$ cat config.mk
export PLATFORM = sky130hd
export DESIGN_NAME = display_buffer_writer
export DESIGN_NICKNAME = d
export VERILOG_FILES = /design/src/rtl/display_buffer_writer.sv
export SDC_FILE = /design/constraint.sdc
export NUM_CORES = 1
export LEC_CHECK = 0
export ABC_CLOCK_PERIOD_IN_PS = 27600
export BUFFER_PORTS_ARGS = -buffer_cell sky130_fd_sc_hd__buf_2
export CAP_MARGIN = 20
export CELL_PAD_IN_SITES_DETAIL_PLACEMENT = 1
export CELL_PAD_IN_SITES_GLOBAL_PLACEMENT = 1
export CORE_MARGIN = 2
export CORE_UTILIZATION = 35
export CTS_BUF_LIST = sky130_fd_sc_hd__clkbuf_4
export CTS_CLUSTER_SIZE = 24
export DETAILED_ROUTE_END_ITERATION = 6
export GPL_TIMING_DRIVEN = 0
export PLACE_DENSITY_LB_ADDON = 0.1
export REMOVE_ABC_BUFFERS = 1
export SLEW_MARGIN = 20
export SYNTH_ARGS = -nofsm -noshare
export SYNTH_HDL_FRONTEND = slang
export SYNTH_SLANG_ARGS = --single-unit
export TNS_END_PERCENT = 10
$ cat constraint.sdc
create_clock -name clk -period 27.6 [get_ports clk]
set_clock_uncertainty 0.15 [all_clocks]
set_input_delay 4.14 -clock clk [delete_from_list [all_inputs] [get_ports clk]]
set_output_delay 4.14 -clock clk [all_outputs]
set_load 0.1 [all_outputs]
$ cat src/rtl/display_buffer_writer.sv
`default_nettype none
// ============================================================================
// Module  : display_buffer_writer
// Brief   : Packs handshaked 4-bit calculator symbols into the VGA text buffer,
//           with backspace and a cell-per-cycle clear. Optional macro
//           DISPLAY_FRAME_SYNC_EN shadows the buffer once per frame.
// Revision: 1.0 - initial release
// ============================================================================
module display_buffer_writer #(
    parameter int NUM_CHARS = 96,
    parameter int CNT_W     = 7
) (
    input  logic                   clk,
    input  logic                   reset,
    input  logic                   sym_valid,
    input  logic [3:0]             sym_code,
    output logic                   sym_ready,
    input  logic                   bksp,
    input  logic                   clr,
    input  logic                   vga_v_sync,
    output logic [4*NUM_CHARS-1:0] numbers,
    output logic [CNT_W-1:0]       count,
    output logic                   full,
    output logic                   busy
);

    localparam logic [0:0] IDLE  = 1'b0;
    localparam logic [0:0] CLEAR = 1'b1;

    localparam logic [3:0]       c_blank    = 4'hF;
    localparam logic [CNT_W-1:0] c_full_cnt = CNT_W'(NUM_CHARS);
    localparam logic [CNT_W-1:0] c_last_idx = CNT_W'(NUM_CHARS - 1);

    logic [0:0]             r_state;
    logic [CNT_W-1:0]       r_count;
    logic [CNT_W-1:0]       r_clr_idx;
    logic [4*NUM_CHARS-1:0] r_wbuf;

    logic                   w_full;
    logic                   w_accept;
    logic [CNT_W-1:0]       w_cnt_m1;
    logic [CNT_W+1:0]       w_wr_pos;
    logic [CNT_W+1:0]       w_bk_pos;
    logic [CNT_W+1:0]       w_clr_pos;

    assign w_full    = (r_count == c_full_cnt);
    assign sym_ready = (r_state == IDLE) & ~w_full & ~clr & ~bksp;
    assign w_accept  = sym_valid & sym_ready;
    assign w_cnt_m1  = r_count - 1'b1;
    // Bit offsets of the target cell (cell index times four).
    assign w_wr_pos  = {r_count, 2'b00};
    assign w_bk_pos  = {w_cnt_m1, 2'b00};
    assign w_clr_pos = {r_clr_idx, 2'b00};

    always_ff @(posedge clk or posedge reset) begin
        if (reset) begin
            r_state   <= IDLE;
            r_count   <= '0;
            r_clr_idx <= '0;
            r_wbuf    <= '1;
        end else begin
            case (r_state)
                IDLE: begin
                    if (clr) begin
                        r_state   <= CLEAR;
                        r_clr_idx <= '0;
                    end else if (bksp && (r_count != '0)) begin
                        r_wbuf[w_bk_pos +: 4] <= c_blank;
                        r_count               <= w_cnt_m1;
                    end else if (w_accept) begin
                        r_wbuf[w_wr_pos +: 4] <= sym_code;
                        r_count               <= r_count + 1'b1;
                    end
                end
                CLEAR: begin
                    r_wbuf[w_clr_pos +: 4] <= c_blank;
                    if (r_clr_idx == c_last_idx) begin
                        r_state <= IDLE;
                        r_count <= '0;
                    end else begin
                        r_clr_idx <= r_clr_idx + 1'b1;
                    end
                end
                default: r_state <= IDLE;
            endcase
        end
    end

    assign count = r_count;
    assign full  = w_full;
    assign busy  = (r_state == CLEAR);

`ifdef DISPLAY_FRAME_SYNC_EN
    logic                   r_vs_q;
    logic                   r_vs_prev;
    logic                   r_commit;
    logic [4*NUM_CHARS-1:0] r_shadow;

    // Falling edge of the synchronised v_sync arms a commit for the next cycle.
    always_ff @(posedge clk or posedge reset) begin
        if (reset) begin
            r_vs_q    <= 1'b1;
            r_vs_prev <= 1'b1;
            r_commit  <= 1'b0;
            r_shadow  <= '1;
        end else begin
            r_vs_q    <= vga_v_sync;
            r_vs_prev <= r_vs_q;
            r_commit  <= r_vs_prev & ~r_vs_q;
            if (r_commit && (r_state == IDLE)) begin
                r_shadow <= r_wbuf;
            end
        end
    end

    assign numbers = r_shadow;
`else
    logic w_unused_vsync;
    assign w_unused_vsync = vga_v_sync;
    assign numbers        = r_wbuf;
`endif

endmodule
`default_nettype wire
==> impl_metrics.yaml <==
synthesis:
  async_reset_ff_share_pct: 100
  synth_top_cell_area_share_pct: 43.9
  yosys-top-cells-area: "dfstp_2 44%, mux2_2 8.7%, o21ai_0 5.9%, nand2_1 5.3%, nor2_1 3.6%"
  yosysTopAreaCell: "dfstp_2"
  synth.distinct_cells: 94
  synth_cells: 2442
  synth_top_cells_by_count: "384 x dfstp_2, 324 x nand2_1, 272 x o21ai_0"
  netlist_area_um2: 23000
  synth_edf_count: 0
  dominantRegCellSynth: "dfstp_2"
  ys_ff_latch: 399
  seq_area_frac_synth_pct: 45.5
  avgSynthCellArea_um2: 9.42
  synth_warnings: 0
  synth.most_common_cell: "dfstp_2"
cts:
  root_buffer: "clkbuf_4"
  cts_tree: "built"
  cts_resized: 0
  cts-htree-levels: 3
  path_clk_slew_ns: 0.06
  clock_path_buffers: 3
  cts_inserted_buffers: 109
  clk_latency_ns: 0.93
  cts_setup_buffers: 0
  cts_num_sinks: 399
  cts_hold_buf: 0
timing:
  min_period_ns: 9.56
  hold_viol: 0
  drv_slew: 0
  setup_tns_ns: 0
  period_share_pct: 34.6
  max_freq_mhz: 105
  worst_slack_ns: 18.04
  rsz0062_at_grt: "false"
  worstMarginPinSlew_ns: 1.26
  setup_viol: 0
  relSlewSlack_pct: 15.8
worst_setup_path:
  arrival_ns: 5.27
  crit_type: "input port to output pin"
  start_kind: "input port"
  cp_max_fo: 13
  cp.required_ns: 23.31
  worstSetupEndpointType: "output pin"
drt:
  route.detailed.wl_per_inst_um: 31.8
  num_vias: 23500
  ant_nets: 0
  routed_wl_um: 120000
  first_pass_iters: 6
  drcViolationCount: 0
  vias_per_cell: 6.22
  drt_iter0_markers: 2254
floorplanning:
  design.die.area_um2: 67800
  die_w_um: 260
  io_pins: 404
  die_h_um: 260
  initial_core_util_pct: 35.5
  rows: 93
  core_region_area_um2: 64700
outcome:
  status: "finished, final reports clean"
finish:
  area_delta_synth_final_pct: 20.8
  final_core_util_pct: 42.9
  layout-drive-gt1-share_pct: 43.7
  layout.nets: 2866
placed_design:
  finalWeightedCongestion: 1.00
  hpwl_um: 89700
  io_buffers: 402
  place_ws_ns: 18.05
run:
  cap_violations: 0
grt:
  gr-usage-all-layers_pct: 35.0
  grt_max_degree: 108
  grt_overflow: 0
  antenna_found_initial: 2
  grt_pass1_wl_um: 172000
  grt_pass1_vias: 24200
min_path:
  min_path_type: "register to register"
==> cells in the final DEF, fill, tap and decap left out, drive strengths merged, types with 16 or more instances in the layout <==
cell type	instances
a21oi	124
a2bb2oi	46
a31oi	49
a41oi	18
and2	29
and3	29
buf	434
clkbuf	168
clkinv	20
dfstp	384
inv	21
mux2	195
nand2	325
nand3	96
nor2	222
nor3	77
nor4	16
o21a	54
o21ai	282
o22a	73
o31ai	29
==> through the flow <==
step	hold WS (ns)	std cells	area (um2)
2_1_floorplan	0.468	2299	22400
3_3_place_gp	0.341	3556	25500
3_5_place_dp	0.344	3586	26300
4_1_cts	0.355	3781	27700
5_1_grt	0.363	3784	27800
6_report	0.352	3785	27800
==> per-layer routing <==
layer / vias up / part of all wire [%] / GRT usage, %
li1: 9892 / - / -
met1: 12100 / 40 / 45.1
met2: 1261 / 45 / 54.4
met3: 315 / 9.5 / 9.44
met4: 2 / 5.0 / 17.1
met5: - / 0.011 / 0
==> state kept, by name, summed over array words and instances, names as in the netlist <==
| name | flops |
|---|---|
| count | 7 |
| r_clr_idx | 7 |
| numbers | 384 |
| busy | 1 |
==> cell type report <==
class / instances / area (um2)
fillers: 7581 / 36900
multi-input cells: 1884 / 12100
flip-flops and latches: 399 / 10500
repair buffers: 434 / 2610
clock buffers: 168 / 1260
well taps: 855 / 1070
clock inverters: 27 / 179
inverters: 16 / 67.6
diodes: 2 / 5.00
==> worst paths after layout <==
path                              start            to  slack (ns)  cells after the start
setup / recovery                   bksp     sym_ready       18.04                      3
hold / removal             numbers[197]  numbers[197]        0.35                      1
setup reg to reg               count[0]  numbers[282]       20.54                     10
hold reg to reg            numbers[197]  numbers[197]        0.35                      1
max in group asynchronous         reset  numbers[142]       22.87                      4
min in group asynchronous         reset   numbers[72]        3.26                      2
==> critical path, stage by stage <==
cell,delay (ns)
buf_2,0.26
nor4_1,0.36
buf_2,0.48
==> kinds of logic after synthesis <==
family	synth area share [%]
AO/OA/AOI/OAI	22.9
XOR/XNOR	0.533
multiplexers	9.64
buffers and inverters	2.83
AND/OR/NAND/NOR	17.9
adder cells (fa/ha/maj)	0.653
flip-flops	45.5
Power is not shown: default switching activity piles up to over one toggle a cycle in this logic, so the estimate is an artifact.
